$ cat config.mk
export PLATFORM = sky130hd
export DESIGN_NAME = dvi_timing_ctrl
export DESIGN_NICKNAME = d
export VERILOG_FILES = /design/src/rtl/dvi_timing_ctrl.sv
export SDC_FILE = /design/constraint.sdc
export NUM_CORES = 1
export LEC_CHECK = 0
export BUFFER_PORTS_ARGS = -buffer_cell sky130_fd_sc_hd__buf_2
export CORE_ASPECT_RATIO = 0.7
export CORE_MARGIN = 2
export CORE_UTILIZATION = 57
export DETAILED_ROUTE_END_ITERATION = 7
export HOLD_SLACK_MARGIN = 0.02
export PLACE_DENSITY_LB_ADDON = 0.2
export SLEW_MARGIN = 20
export SYNTH_ARGS = -nofsm -noshare
export SYNTH_HDL_FRONTEND = slang
export SYNTH_SLANG_ARGS = --single-unit
$ cat constraint.sdc
create_clock -name clk_pix -period 5.3 [get_ports clk_pix]
set_input_delay 1.325 -clock clk_pix [delete_from_list [all_inputs] [get_ports clk_pix]]
set_output_delay 1.325 -clock clk_pix [all_outputs]
set_load 0.05 [all_outputs]
$ cat src/rtl/dvi_timing_ctrl.sv
// Pixel-clock video timing generator: raster counters, sync/de generation and
// upstream pixel pull with sticky underflow detection; start/stop at frame boundaries.
module dvi_timing_ctrl #(
   parameter int   H_ACTIVE = 640,
   parameter int   H_FP     = 16,
   parameter int   H_SYNC   = 96,
   parameter int   H_BP     = 48,
   parameter int   V_ACTIVE = 480,
   parameter int   V_FP     = 10,
   parameter int   V_SYNC   = 2,
   parameter int   V_BP     = 33,
   parameter logic HS_POL   = 1'b0,
   parameter logic VS_POL   = 1'b0
) (
   input  logic        clk_pix,
   input  logic        rst_n,
   input  logic        enable,
   input  logic        clear_underflow,
   input  logic        pix_valid,
   input  logic [23:0] pix_data,
   output logic        pix_ready,
   output logic        sof,
   output logic        hsync,
   output logic        vsync,
   output logic        de,
   output logic [23:0] video_data,
   output logic        running,
   output logic        underflow
);

   localparam int DATA_W = 24;

   localparam logic [11:0] H_ACT_END  = 12'(H_ACTIVE);
   localparam logic [11:0] H_SYNC_BEG = 12'(H_ACTIVE + H_FP);
   localparam logic [11:0] H_SYNC_END = 12'(H_ACTIVE + H_FP + H_SYNC);
   localparam logic [11:0] H_LAST     = 12'(H_ACTIVE + H_FP + H_SYNC + H_BP - 1);
   localparam logic [11:0] V_ACT_END  = 12'(V_ACTIVE);
   localparam logic [11:0] V_SYNC_BEG = 12'(V_ACTIVE + V_FP);
   localparam logic [11:0] V_SYNC_END = 12'(V_ACTIVE + V_FP + V_SYNC);
   localparam logic [11:0] V_LAST     = 12'(V_ACTIVE + V_FP + V_SYNC + V_BP - 1);

   typedef enum logic [1:0] {
      IDLE     = 2'd0,
      RUN      = 2'd1,
      STOPPING = 2'd2
   } state_t;

   state_t              state, state_nxt;
   logic [11:0]         h, v;
   logic                active, frame_end, line_end;
   logic                h_act, v_act, h_sync_on, v_sync_on;
   logic                hsync_p1, vsync_p1, de_p1, underflow_q;
   logic [DATA_W-1:0]   video_data_p1;

   assign active    = (state != IDLE);
   assign line_end  = (h == H_LAST);
   assign frame_end = line_end && (v == V_LAST);
   assign h_act     = (h < H_ACT_END);
   assign v_act     = (v < V_ACT_END);
   assign h_sync_on = (h >= H_SYNC_BEG) && (h < H_SYNC_END);
   assign v_sync_on = (v >= V_SYNC_BEG) && (v < V_SYNC_END);

   assign pix_ready = active && h_act && v_act;
   assign sof       = active && (h == 12'd0) && (v == 12'd0);
   assign running   = active;

   always_ff @(posedge clk_pix or negedge rst_n) begin
      if (!rst_n) state <= IDLE;
      else        state <= state_nxt;
   end

   // A stop requested exactly on the frame-end cycle goes straight to IDLE
   // rather than running one more full frame in STOPPING.
   always_comb begin
      state_nxt = state;
      case (state)
         IDLE:     if (enable) state_nxt = RUN;
         RUN:      if (!enable) state_nxt = frame_end ? IDLE : STOPPING;
         STOPPING: begin
            if (enable)         state_nxt = RUN;
            else if (frame_end) state_nxt = IDLE;
         end
         default:  state_nxt = IDLE;
      endcase
   end

   always_ff @(posedge clk_pix or negedge rst_n) begin
      if (!rst_n) begin
         h <= 12'd0;
         v <= 12'd0;
      end else if (!active) begin
         h <= 12'd0;
         v <= 12'd0;
      end else if (line_end) begin
         h <= 12'd0;
         v <= (v == V_LAST) ? 12'd0 : v + 12'd1;
      end else begin
         h <= h + 12'd1;
      end
   end

   // Stage p1: timing outputs registered one cycle behind the counters
   always_ff @(posedge clk_pix or negedge rst_n) begin
      if (!rst_n) begin
         hsync_p1      <= ~HS_POL;
         vsync_p1      <= ~VS_POL;
         de_p1         <= 1'b0;
         video_data_p1 <= '0;
         underflow_q   <= 1'b0;
      end else begin
         hsync_p1      <= (active && h_sync_on) ? HS_POL : ~HS_POL;
         vsync_p1      <= (active && v_sync_on) ? VS_POL : ~VS_POL;
         de_p1         <= pix_ready;
         video_data_p1 <= (pix_ready && pix_valid) ? pix_data : '0;
         if (pix_ready && !pix_valid) underflow_q <= 1'b1;
         else if (clear_underflow)    underflow_q <= 1'b0;
      end
   end

   assign hsync      = hsync_p1;
   assign vsync      = vsync_p1;
   assign de         = de_p1;
   assign video_data = video_data_p1;
   assign underflow  = underflow_q;

endmodule
## Yosys cells after proc, flatten, opt, wreduce, memory -nomap -nowiden

Cells that the tools add are included.

| storage, ports and cells | value |
|---|---|
| register bits after elaboration | 54 |
| bits in latches | 0 |
| RAM bits | 0 |
| memory bits (read-only) | 0 |
| bits of input ports | 29 |
| output and inout bits | 31 |
| memories | 0 |

| cells by class | value |
|---|---|
| $add $sub $neg | 2 |
| multipliers | 0 |
| divide/modulo/power cells | 0 |
| order comparisons | 6 |
| eq/ne operators | 8 |
| shift-type cells | 0 |
| multiplexer cells | 16 |
| bitwise gates (word level) | 0 |
| reduce and logical (&&, ||, !) cells | 18 |

Operators with widths:

| kind | count |
|---|---|
| 12-bit 2-to-1 mux | 5 |
| 12-bit by 1-bit adder with 12-bit output, second input constant | 2 |
| 12-bit by 10-bit == test with 1-bit output, second input constant | 2 |
| 12-bit logical NOT | 2 |
| 12-bit by 10-bit less-than comparator with 1-bit output, second input constant | 2 |
| 12-bit by 9-bit less-than comparator with 1-bit output, second input constant | 2 |
| 24-bit 2-to-1 mux | 1 |
| 12-bit by 10-bit >= comparator with 1-bit output, second input constant | 1 |
| 12-bit by 9-bit >= comparator with 1-bit output, second input constant | 1 |
| 1-bit logical AND | 11 |
| 2-bit 2-to-1 mux | 5 |
| 2-bit case mux with 3 select lines | 1 |
| 1-bit 2-to-1 mux | 4 |
| 2-bit inequality test, second input constant | 2 |
| 2-bit nonzero test | 2 |
| 3-bit inequality test, second input constant | 1 |
| 3-bit AND reduction | 1 |
| 2-bit by 1-bit == test with 1-bit output, second input constant | 1 |
| 2-bit == test, second input constant | 1 |
| 2-bit logical NOT | 1 |
| 2-bit by 1-bit inequality test with 1-bit output, second input constant | 1 |
| 1-bit logical NOT | 1 |

## Depth between registers and ports, before layout

Gate-level depths: netlist (run 1).

| logic depth | value |
|---|---|
| word-level depth | 5 |
| gate-level depth with buffers | 7 |
| gate-level depth less buffers | 6 |

## Worst setup path after synthesis (run 1)

Ideal clock, no wire load.

| timing | value |
|---|---|
| path type | register -> output |
| start | reg v[9] |
| end | out sof |
| data arrival time | 2,550 ps |
| data required time | 3,975 ps |
| path slack | 1,425 ps |
| stages on the path, launching flop included | 3 |
| cells stage by stage | dfrtp_1 or4_4 nor4_1 |

| on the way | value |
|---|---|
| word-level cells in the longest chain between the ends | 2 |

Ends and longest elaborated chain:

| item | line | source |
|---|---|---|
| from (decl) | 49 | `logic [11:0] h, v;` |
| from (signal assigned) | 96 | `v <= (v == V_LAST) ? 12'd0 : v + 12'd1;` |
| 12-bit logical NOT | 64 | `assign sof = active && (h == 12'd0) && (v == 12'd0);` |
| 1-bit logical AND | 64 |  |
| to (decl) | 22 | `output logic sof,` |

No other way between the ends.

## Worst setup path after layout (run 1)

Ends and elaborated chain as after synthesis.

==> results of run 1 <==
## stage by stage
stage | cell area (sq um) | worst slack [ns] | hold slack [ns] | util, %
5_1_grt | 2910 | 1.95 | 0.505 | 68.0
6_report | 2910 | 2.01 | 0.480 | 68.0
2_1_floorplan | 2500 | 1.42 | 0.440 | -
4_1_cts | 2910 | 2.00 | 0.482 | 68.0
3_3_place_gp | 2800 | 2.32 | 0.456 | 65.4
3_5_place_dp | 2800 | 2.34 | 0.466 | 65.4
## flip-flops by register name, summed over array words and instances, names as in the netlist
register,flops
video_data,24
h,12
v,12
state,2
de,1
hsync,1
underflow,1
vsync,1
## placed cells by master (no fill, tap or decap), drive strengths merged, types with 6 or more instances in the layout
| cell | synthesis | routed |
|---|---|---|
| xnor2 | 7 | 7 |
| buf | 7 | 60 |
| nor2 | 17 | 17 |
| nand2 | 11 | 11 |
| nand3 | 9 | 9 |
| dfrtp | 52 | 52 |
| nand4 | 8 | 8 |
| inv | 10 | 10 |
| clkbuf | 4 | 6 |
| and2 | 27 | 27 |
## cell usage after synthesis, drive strengths merged (3+ instances only)
library cell | instances | area share, %
dfrtp | 52 | 52
nor4 | 4 | 1.0
xnor2 | 7 | 2.5
xor2 | 3 | 1.1
buf | 7 | 2.2
o21ai | 5 | 1.0
nand4 | 8 | 2.0
nor3 | 5 | 1.0
and2 | 27 | 7.7
a41oi | 5 | 1.8
nand3 | 9 | 2.0
or4 | 4 | 1.5
o31ai | 3 | 0.90
nor4b | 3 | 2.3
a32oi | 4 | 1.4
a31oi | 4 | 1.0
nor2 | 17 | 2.6
inv | 10 | 1.5
and3 | 5 | 1.3
ha | 4 | 2.0
nand2 | 11 | 1.7
clkbuf | 4 | 0.70
## cell type report
class / count / share of cell area, %
sequential: 54 / 46.5
clock inverter: 2 / 1.29
inverter: 10 / 1.29
clock buffer: 6 / 2.49
tap: 55 / 2.36
timing repair buffer: 60 / 10.4
multi-input combinational: 150 / 35.6
## logic make-up (layout without fill, tap and decap cells)
kind of cell / after synthesis / count (layout) / share of synthesized area (%)
XOR/XNOR: 10 / 10 / 3.50
adder cells (fa/ha/maj): 4 / 4 / 2.00
AND/OR/NAND/NOR: 104 / 104 / 26.5
AO/OA/AOI/OAI: 32 / 32 / 9.46
flip-flops: 54 / 54 / 54.2
buffers and inverters: 21 / 78 / 4.35
## worst register-to-register path: stages (launching register included)
cell and delay (ns):
dfrtp_1 0.46, nor4_1 0.42, nand4_1 0.60, a32oi_1 0.43, o21ai_0 0.14
## layer usage
metal / GRT usage, % / vias up
li1: - / 918
met1: 31.5 / 923
met2: 33.2 / 87
met3: 5.71 / 5
met4: 5.85 / 0
met5: 0 / -
## power by group
part / leakage [nW] / internal, W / switching, W
sequential: 0.719 / 0.000434 / 0.0000151
clock: 0.0514 / 0.000141 / 0.000128
combinational: 0.594 / 0.0000474 / 0.000112
total: 1.36 / 0.000623 / 0.000255
## worst min-delay path by stage
stage / to / slack (ns) / from
global route: state[1] / 0.50 / state[1]
global placement: state[1] / 0.46 / state[1]
finish: state[1] / 0.48 / state[1]
detailed placement: state[1] / 0.47 / state[1]
floorplan: state[1] / 0.44 / state[1]
CTS: state[1] / 0.48 / state[1]
==> flow_summary_export.csv, run 1 <==
group,metric,value,unit
final_layout,nFillCells,344,
yosys,synth.distinct_cells,48,
cts,cts_tree,"done",
critical_path,critPathTopFamily,"simple AND/OR/NAND/NOR gates",
cts,cts_setup_buffers,0,
critical_path,critPathRequiredTime,3.97,ns
sta,slew_violations,0,
sta,finalSetupViolCount,0,
cts,clock-root-buffer,"clkbuf_8",
sta,final-hold-violation-count,0,
final_layout,multiInputGateArea,1040,sq um
final_layout,nets,314,
critical_path,cp_max_fo,7,
sta,period_share,62.0,%
place,gp_congestion,0.856,
critical_path,reg2reg_depth,4,
yosys,async_reset_ff_share,100,%
place,placed_cells,329,
die,start_util,58.4,%
sta,worst_pin_slew,0.859,ns
critical_path,path_cells,"or4_4 -> nor4_1 -> buf_2",
sta,slew-limit-headroom,42.5,%
power_and_ir_drop,p_leak,1.36,nW
route,dr_wl_met3,443,microns
critical_path,start_kind,"flip-flop",
outcome,status,"completed",
route,remaining_drc_errors,0,
route,dr.pass1.iters,4,
critical_path,crit_path_end_kind,"primary output",
route,wl_met1,2.29,mm
yosys,ys_warn_count,0,
cts,cts_buffer_depth,2,
yosys,ys_seq_area_share,54.2,%
cts,path_clk_slew,0.09,ns
yosys,synth_edf_count,0,
yosys,synthesis.area,2500,sq um
global_routing,antenna_found_initial,0,
min_path,hold_depth,1,
critical_path,r2r-end,"v[9]",
route,routedWlPerCell,15.1,microns
critical_path,timing_worst_setup_path_type,"flip-flop to primary output",
critical_path,crit_arrival,1.96,ns
route,routed_wirelength,5.08,mm
yosys,synth_cells,225,
yosys,synth_nets,258,
cts,cts_hold_buffers,0,
die,io_pins,60,
cts,clkLatencyLatePin,0.30,ns
route,dr.max_layer_used,"met4",
route,ant_nets,0,
critical_path,r2r_start,"v[4]",
cts,numCtsBuffers,5,
sta,period_needed,3.29,ns
sta,setup_tns,0,ns
die,die_area,4940,sq um
critical_path,rrSetupSlack,3.11,ns
global_routing,groute.usage.overall,21.8,%
final_layout,n_antenna_cell,0,
cts,h-tree-depth,2,
min_path,hold_path.class,"flip-flop to flip-flop",
route,vias_per_cell,5.74,
global_routing,overflow,0,
global_routing,grt_first_pass_wirelength,8.45,mm
global_routing,grt_pass1_vias,1775,
route,wl_met2,2.32,mm
critical_path,startpoint,"v[9]",
yosys,synth-seq-cells,54,
sta,rsz0062_at_grt,"no",
die,core-area,4280,sq um
final_layout,final-seq-area,1350,sq um
power_and_ir_drop,power_density,302,nW/um^2
critical_path,critical_path.max_stage_delay,0.62,ns
critical_path,critPathSlowestCell,"or4_4",
place,hpwl,3.68,mm
sta,max_freq,0.304,GHz
yosys,synthFlopType,"dfrtp_1",
final_layout,drive_gt1_share,34.0,%
job,maxCapViolations,0,
route,drt_iter0_drc,219,
die,dieWidth,83.2,microns
die,rows,20,
place,port_buffers,59,
route,vias,1933,
power_and_ir_drop,peakVddDrop,0.191,mV
critical_path,endpoint,"sof",
die,dieHeight,59.4,microns
critical_path,path_depth,3,
sta,fin_skew,0.00582,ns
final_layout,fin_cells,337,
cts,cts_sinks,54,
cts,cts_resized,0,
critical_path,cp_num_buf_inv,1,
final_layout,syn_to_final_growth,16.4,%
power_and_ir_drop,finalPower,0.000878,W
yosys,syn_avg_cell_area,11.1,sq um
global_routing,grt_max_degree,55,
Note: power is estimated with default switching activity, not from simulation.
==> inputs of run 2 (changes only) <==
--- a/config.mk
+++ b/config.mk
@@ -8,7 +8,7 @@
 export BUFFER_PORTS_ARGS = -buffer_cell sky130_fd_sc_hd__buf_2
 export CORE_ASPECT_RATIO = 0.7
 export CORE_MARGIN = 2
-export CORE_UTILIZATION = 57
+export CORE_UTILIZATION = 48
 export DETAILED_ROUTE_END_ITERATION = 7
 export HOLD_SLACK_MARGIN = 0.02
 export PLACE_DENSITY_LB_ADDON = 0.2
==> constraint.sdc (replaced) <==
create_clock -name clk_pix -period 3 [get_ports clk_pix]
set_input_delay 0.75 -clock clk_pix [delete_from_list [all_inputs] [get_ports clk_pix]]
set_output_delay 0.75 -clock clk_pix [all_outputs]
set_load 0.05 [all_outputs]
==> run 2 against run 1 <==
Compared with the run above:
- final cell count is 4.7% higher
- total power increased by 79%
- register-to-register slack got worse by 2.2 ns
- via count fell by 1.2%
- critical path depth is the same
- design area is 1.8% higher
- sequential power grew 78%
- worst setup slack got worse by 1.7 ns
- flip-flop and latch count is the same
- critical endpoint unchanged
- highest routed layer unchanged
==> flow_summary_export.csv, run 2 (synthesis results as in run 1) <==
group,metric,value,unit
sta,final-hold-violation-count,0,
critical_path,critical_path.max_stage_delay,0.61,ns
die,core-area,4890,sq um
cts,numCtsBuffers,5,
power_and_ir_drop,p_comb_share,18.6,%
die,start_util,51.2,%
critical_path,critPathRequiredTime,2.25,ns
route,ant_nets,0,
sta,max_freq,0.368,GHz
global_routing,grtUsageMet3,4.36,%
job,maxCapViolations,0,
cts,clkLatencyLatePin,0.31,ns
sta,finalSetupViolCount,0,
sta,period_needed,2.72,ns
cts,cts_sinks,54,
sta,holdWs,0.439,ns
critical_path,path_cells,"or4_4 -> nor4_2 -> buf_2",
global_routing,overflow,0,
route,vias_per_cell,5.41,
cts,clock-root-buffer,"clkbuf_8",
power_and_ir_drop,switching_share,29.5,%
sta,rsz0062_at_grt,"no",
sta,period_share,90.6,%
critical_path,start_kind,"flip-flop",
critical_path,cp_max_fo,7,
critical_path,timing_worst_setup_path_type,"flip-flop to primary output",
die,dieHeight,64.4,microns
sta,slew-limit-headroom,53.1,%
power_and_ir_drop,power_density,530,nW/um^2
sta,slew_violations,0,
cts,cts_resized,0,
final_layout,final-seq-area,1350,sq um
die,die_area,5810,sq um
die,dieWidth,90.3,microns
final_layout,multiInputGateArea,1040,sq um
global_routing,grt_max_degree,29,
route,routed_wirelength,5.17,mm
global_routing,groute.usage.overall,19.1,%
min_path,hold_path.class,"input port to async pin",
power_and_ir_drop,power.switching,0.000463,W
die,io_pins,60,
power_and_ir_drop,p_leak,1.38,nW
global_routing,grt.met1_usage,28.2,%
sta,setup_tns,0,ns
final_layout,n_antenna_cell,0,
power_and_ir_drop,peakVddDrop,0.325,mV
place,gp_congestion,0.818,
cts,cts_setup_buffers,0,
final_layout,largest_reg_flops,24,
route,vias,1910,
sta,worst_pin_slew,0.694,ns
final_layout,drive_gt1_share,34.9,%
route,drt_iter0_drc,110,
cts,h-tree-depth,2,
global_routing,met2_usage,27.9,%
global_routing,grt_first_pass_wirelength,8.72,mm
die,rows,21,
critical_path,crit_path_end_kind,"primary output",
global_routing,grt_busiest_layer,"met1",
global_routing,grt_pass1_vias,1810,
power_and_ir_drop,p_int,0.00111,W
sta,fin_skew,0.00647,ns
route,dr.pass1.iters,5,
cts,cts_buffer_depth,2,
route,routedWlPerCell,14.7,microns
cts,cts_hold_buffers,0,
place,port_buffers,59,
power_and_ir_drop,power.share.sequential,50.8,%
final_layout,syn_to_final_growth,18.5,%
cts,cts_tree,"done",
route,remaining_drc_errors,0,
power_and_ir_drop,clock_power_share,30.6,%
final_layout,nFillCells,422,
critical_path,crit_arrival,1.97,ns
final_layout,nets,316,
outcome,status,"completed",
global_routing,antenna_found_initial,0,
cts,path_clk_slew,0.09,ns
place,hpwl,3.80,mm
final_layout,mostFrequentLayoutCell,"buf_2",
final_layout,final_cell_mix,"buf_2, dfrtp_1, and2_2",
critical_path,critPathSlowestCell,"or4_4",
## run 2: final timing paths
path,end,depth (start not counted),slack [ns],start
max,sof,3,0.28,v[9]
min,h[3],1,0.44,rst_n
max reg2reg,v[6],4,0.88,v[4]
min reg2reg,state[1],1,0.48,state[0]
max in group asynchronous,hsync,2,1.94,rst_n
min in group clk_pix,state[1],1,0.48,state[0]
## run 2: layout make-up
cell class | count | area share (%)
sequential | 54 | 45.7
multi-input combinational | 150 | 35.2
timing repair buffer | 62 | 11.2
tap | 69 | 2.92
inverter | 10 | 1.27
clock inverter | 2 | 1.27
clock buffer | 6 | 2.45
## run 2: critical path: cells and delay by family (launching register included)
| kind | cells | cell delay (ns) |
|---|---|---|
| AND/OR/NAND/NOR | 2 | 0.90 |
| flip-flops | 1 | 0.45 |
| buffers and inverters | 1 | 0.31 |
## run 2: power groups by stage
stage	combinational, W	clock, W	sequential [W]
after global placement	0.000292	0	0.000809
after detailed placement	0.000293	0	0.000811
after floorplan	0.000128	0	0.000885
after CTS	0.000297	0.000490	0.000796
final	0.000292	0.000481	0.000797
after global routing	0.000312	0.000524	0.000804
## run 2: stage by stage
step                instances  utilization, %  worst slack, ns  instance area (sq um)  power, W
floorplan                 225               -            0.103                   2510   0.00101
global placement          345            58.3            0.626                   2850   0.00110
detailed placement        345            58.3            0.623                   2850   0.00110
CTS                       353            60.6            0.272                   2960   0.00158
global route              353            60.6            0.178                   2960   0.00164
finish                    353            60.6            0.283                   2960   0.00157
## run 2: layer usage
metal	up-vias	share of wire, %
li1	927	-
met4	0	1.2
met2	70	44
met1	906	49
met5	-	0
met3	7	6.3
